### src/rtl/exhaustive_stim_pkg.sv
// rtl/exhaustive_stim_pkg.sv - shared state type and default constants for the exhaustive stimulus/capture engine
package exhaustive_stim_pkg;

    typedef enum logic [1:0] {
        IDLE   = 2'd0,
        APPLY  = 2'd1,
        SAMPLE = 2'd2,
        DONE   = 2'd3
    } stim_state_t;

    localparam logic [15:0] DEF_POLY  = 16'h1021;
    localparam int          DEF_SIG_W = 16;

endpackage

### src/rtl/stim_misr.sv
// rtl/stim_misr.sv - multiple-input signature register folding each accepted response into sig
module stim_misr
    import exhaustive_stim_pkg::*;
#(
    parameter int               SIG_W = DEF_SIG_W,
    parameter logic [SIG_W-1:0] POLY  = SIG_W'(DEF_POLY),
    parameter int               N_OUT = 1
) (
    input  logic             clk,
    input  logic             reset,
    input  logic             clr,
    input  logic             en,
    input  logic [N_OUT-1:0] data,
    output logic [SIG_W-1:0] sig
);

    always_ff @(posedge clk or negedge reset) begin
        if (!reset) begin
            sig <= '0;
        end else if (clr) begin
            sig <= '0;
        end else if (en) begin
            sig <= (sig << 1) ^ (sig[SIG_W-1] ? POLY : '0) ^ SIG_W'(data);
        end
    end

endmodule

### src/rtl/exhaustive_stim_capture.sv
// rtl/exhaustive_stim_capture.sv - walks all 2^N_IN patterns into a DUT and streams (pattern, response) records
// Optional response signature under EXHAUSTIVE_STIM_CAPTURE_MISR_EN; signature is tied to 0 otherwise.
module exhaustive_stim_capture
    import exhaustive_stim_pkg::*;
#(
    parameter int               N_IN        = 2,
    parameter int               N_OUT       = 1,
    parameter int               HOLD_CYCLES = 1,
    parameter int               SIG_W       = DEF_SIG_W,
    parameter logic [SIG_W-1:0] POLY        = SIG_W'(DEF_POLY)
) (
    input  logic             CK,
    input  logic             reset,
    input  logic             start,
    input  logic             abort,
    output logic [N_IN-1:0]  pat,
    input  logic [N_OUT-1:0] resp,
    output logic             cap_valid,
    input  logic             cap_ready,
    output logic [N_IN-1:0]  cap_pat,
    output logic [N_OUT-1:0] cap_resp,
    output logic             busy,
    output logic             done,
    output logic [SIG_W-1:0] signature
);

    localparam int              HC_W      = (HOLD_CYCLES > 1) ? $clog2(HOLD_CYCLES) : 1;
    localparam logic [HC_W-1:0] HOLD_LAST = HC_W'(HOLD_CYCLES - 1);

    stim_state_t     state;
    logic [HC_W-1:0] hold_cnt;
    logic            abort_take;

    // abort is meaningless in IDLE, so start there still wins
    assign abort_take = abort && (state != IDLE);

    always_ff @(posedge CK or negedge reset) begin
        if (!reset) begin
            state     <= IDLE;
            pat       <= '0;
            hold_cnt  <= '0;
            cap_valid <= 1'b0;
            cap_pat   <= '0;
            cap_resp  <= '0;
            busy      <= 1'b0;
            done      <= 1'b0;
        end else if (abort_take) begin
            state     <= IDLE;
            pat       <= '0;
            hold_cnt  <= '0;
            cap_valid <= 1'b0;
            busy      <= 1'b0;
            done      <= 1'b0;
        end else begin
            case (state)
                IDLE, DONE: begin
                    if (start) begin
                        state    <= APPLY;
                        pat      <= '0;
                        hold_cnt <= '0;
                        busy     <= 1'b1;
                        done     <= 1'b0;
                    end
                end
                APPLY: begin
                    hold_cnt <= hold_cnt + 1'b1;
                    if (hold_cnt == HOLD_LAST) begin
                        cap_resp  <= resp;
                        cap_pat   <= pat;
                        cap_valid <= 1'b1;
                        state     <= SAMPLE;
                    end
                end
                SAMPLE: begin
                    if (cap_ready) begin
                        cap_valid <= 1'b0;
                        if (&pat) begin
                            state <= DONE;
                            busy  <= 1'b0;
                            done  <= 1'b1;
                        end else begin
                            pat      <= pat + 1'b1;
                            hold_cnt <= '0;
                            state    <= APPLY;
                        end
                    end
                end
                default: state <= IDLE;
            endcase
        end
    end

`ifdef EXHAUSTIVE_STIM_CAPTURE_MISR_EN
    logic start_take;
    logic accept;

    assign start_take = start && ((state == IDLE) || ((state == DONE) && !abort));
    assign accept     = (state == SAMPLE) && cap_valid && cap_ready && !abort;

    stim_misr #(
        .SIG_W (SIG_W),
        .POLY  (POLY),
        .N_OUT (N_OUT)
    ) u_misr (
        .clk   (CK),
        .reset (reset),
        .clr   (start_take),
        .en    (accept),
        .data  (cap_resp),
        .sig   (signature)
    );
`else
    assign signature = '0;
`endif

endmodule

### config.mk
export PLATFORM = sky130hd
export DESIGN_NAME = exhaustive_stim_capture
export DESIGN_NICKNAME = d
export VERILOG_FILES = /design/src/rtl/exhaustive_stim_pkg.sv /design/src/rtl/stim_misr.sv /design/src/rtl/exhaustive_stim_capture.sv
export SDC_FILE = /design/constraint.sdc
export NUM_CORES = 1
export LEC_CHECK = 0
export BUFFER_PORTS_ARGS = -buffer_cell sky130_fd_sc_hd__buf_2
export CORE_ASPECT_RATIO = 1.1
export CORE_UTILIZATION = 47
export DETAILED_ROUTE_END_ITERATION = 8
export PLACE_DENSITY = 0.83
export SLEW_MARGIN = 20
export SYNTH_ARGS = -nofsm -noshare
export SYNTH_HDL_FRONTEND = slang
export SYNTH_SLANG_ARGS = --single-unit
### constraint.sdc
create_clock -name CK -period 2.5 [get_ports CK]
set_clock_uncertainty 0.05 [all_clocks]
set_input_delay 0.5 -clock CK [delete_from_list [all_inputs] [get_ports CK]]
set_output_delay 0.5 -clock CK [all_outputs]
set_load 0.02 [all_outputs]
==> reports/results.tsv <==
metric	value	unit
Placement Rows	15	
Final ANT Viol Nets	0	
clock power share	13.7	%
fmax	503	MHz
fin. max-slew vios	0	
clk slew on worst S/H paths	70	ps
leakage power	0.418	nW
H-tree Lvls	1	
P_sw	366	uW
unrepaired setup endpoints after global routing	no	
area grow syn2layout	4.17	%
DR vias/cell	5.06	
CP endpoint kind	register	
drt total wl	1270	um
gr ovfl total	0	
Post-DP Area	787	um^2
CTS sink count	11	
TNS Setup	0	ps
Net Sw Frac	42.7	%
Die ar.	1830	um^2
Clock Tree Buf Depth	2	
Hold Violations, Final	0	
Yosys top cell area share	35.3	%
post-synthesis cell count	81	
GPL Wtd Cong	0.890	
Antenna Cells	0	
WP data required	2600	ps
commonest non-fill, non-tap cells in the layout	conb_1, buf_2, dfrtp_1	
Worst R2R Path Depth	6	
Die H	44.7	um
Mean Syn Cell Area	9.64	um^2
first drt pass iteration count	4	
Final HPWL DP	997	um
antenna violations before repair	0	
hold_buf cts	0	
post-synthesis sequential element count	11	
Reg power frac	31.9	%
crit share post-route	79.5	%
Final Instance Area	813	um^2
Mapped Area	781	um^2
Int Power	490	uW
vias in the first global route	489	
status	finished, final reports clean	
Worst EP arrival	2090	ps
leading area contributor after synthesis	dfrtp_1	
Hold Path Class	input pin to async pin	
combinational fraction of design power	54.4	%
TritonCTS Buffers	3	
pwr dens	1050	nW/um^2
peak supply drop	0.664	mV
Yosys warning count	0	
Die Wd	40.9	um
Root Driver	clkbuf_4	
core area	1560	um^2
crit-path max FO	5	
synth unique cells	28	
Buffers on Ports	13	
top post-synthesis cells by area	dfrtp_1, buf_4, ha_1	
DR WL/cell	11.4	um
Tot GR Track Use	16.3	%
min Tclk post-route	1990	ps
Max Cap Violations	0	
Worst-Skew Late Latency	260	ps
Resize count post-CTS	0	
CP Class	register to register	
largest net degree at the start of global routing	12	
CP Launch Type	register	
CTS tree	done	
I/O pin cnt	30	
most common cell after layout, fill and taps aside	conb_1	
DRT iter0 DRCs	10	
sequential share of the synthesized area	35.3	%
first-pass GRT wire length	2010	um
fraction of layout cells with a size suffix above 1	23.2	%
via count	567	
DRC viols	0	
# setup viols final	0	
nets	106	
Initial Util	50.1	%
postcts setup bufs	0	
==> power groups by stage <==
| stage | registers, mW | clock network, mW | logic (mW) |
|---|---|---|---|
| after floorplan | 0.316 | 0 | 0.348 |
| after detailed placement | 0.277 | 0 | 0.464 |
| after global placement | 0.274 | 0 | 0.446 |
| after CTS | 0.274 | 0.123 | 0.466 |
| after global routing | 0.281 | 0.127 | 0.507 |
| final | 0.273 | 0.117 | 0.465 |
==> cells in the mapped netlist <==
master and count:
buf_4 16, dfrtp_1 11, a21oi_1 6, nand2_1 5
ha_1 4, mux2_2 4, mux2i_1 4, nand2b_1 4
nor2_1 4, inv_1 2, nand3_1 2, nor2b_1 2
nor3_1 2, a21oi_4 1, a31oi_1 1, and2b_1 1
buf_2 1, buf_6 1, conb_1 1, nand4b_1 1
nor2b_2 1, nor3b_1 1, o21ai_0 1, o221ai_1 1
o22a_1 1, o31a_1 1, o31ai_1 1, or4_1 1
==> per-stage QoR <==
| step | power, mW | cells | util, % | hold slack, ps | setup slack (ps) |
|---|---|---|---|---|---|
| after detailed placement | 0.741 | 108 | 50.5 | 327 | 540 |
| after CTS | 0.863 | 112 | 52.2 | 37.2 | 528 |
| after global placement | 0.720 | 108 | 50.5 | 322 | 624 |
| final | 0.856 | 112 | 52.2 | 41.3 | 513 |
| after floorplan | 0.664 | 96 | - | 154 | 757 |
| after global routing | 0.916 | 112 | 52.2 | 53.9 | 399 |
==> worst paths after layout <==
| path | slack [ps] | start | endpoint |
|---|---|---|---|
| min in group CK | 420 | resp | cap_resp |
| min | 40 | reset | cap_pat[1] |
| max | 510 | state[0] | busy |
| max in group asynchronous | 2160 | reset | state[0] |
| max reg2reg | 510 | state[0] | busy |
| min reg2reg | 450 | cap_pat[1] | cap_pat[1] |
==> cells by family after synthesis <==
logic type                 share of synthesized area [%]
buffers and inverters                               18.4
DFF                                                 35.3
adders and majority gates                           6.41
muxes                                               10.9
other                                              0.480
AOI/OAI and AO/OA                                   11.7
and+or+nand+nor                                     16.8
==> critical path, cell delays in order, from the launching register on <==
cell and delay [ps]:
dfrtp_1 420, inv_1 110, ha_1 370, mux2i_1 340, a21oi_1 80, nor2_1 150, mux2_2 350
==> registers in the layout (all words and copies together), names as in the netlist <==
name and cells:
done 1, hold_cnt 1, state 2, pat 2, busy 1, cap_pat 2
cap_valid 1, cap_resp 1
==> layer usage <==
metal  wire [um]  up-vias  track usage, %
li1            -      275               -
met1         598      274            21.0
met2         617       18            25.3
met3          56        0            3.45
met4           0        0            8.00
met5           0        -               0
==> layout make-up <==
type	instances	area [um^2]
Clock buffer	4	26.3
Fill cell	145	744
Inverter	2	7.51
Multi-Input combinational cell	65	418
Sequential cell	11	275
Tap cell	17	21.3
Timing Repair Buffer	13	65.1
Note: power is estimated with default switching activity, not from simulation.
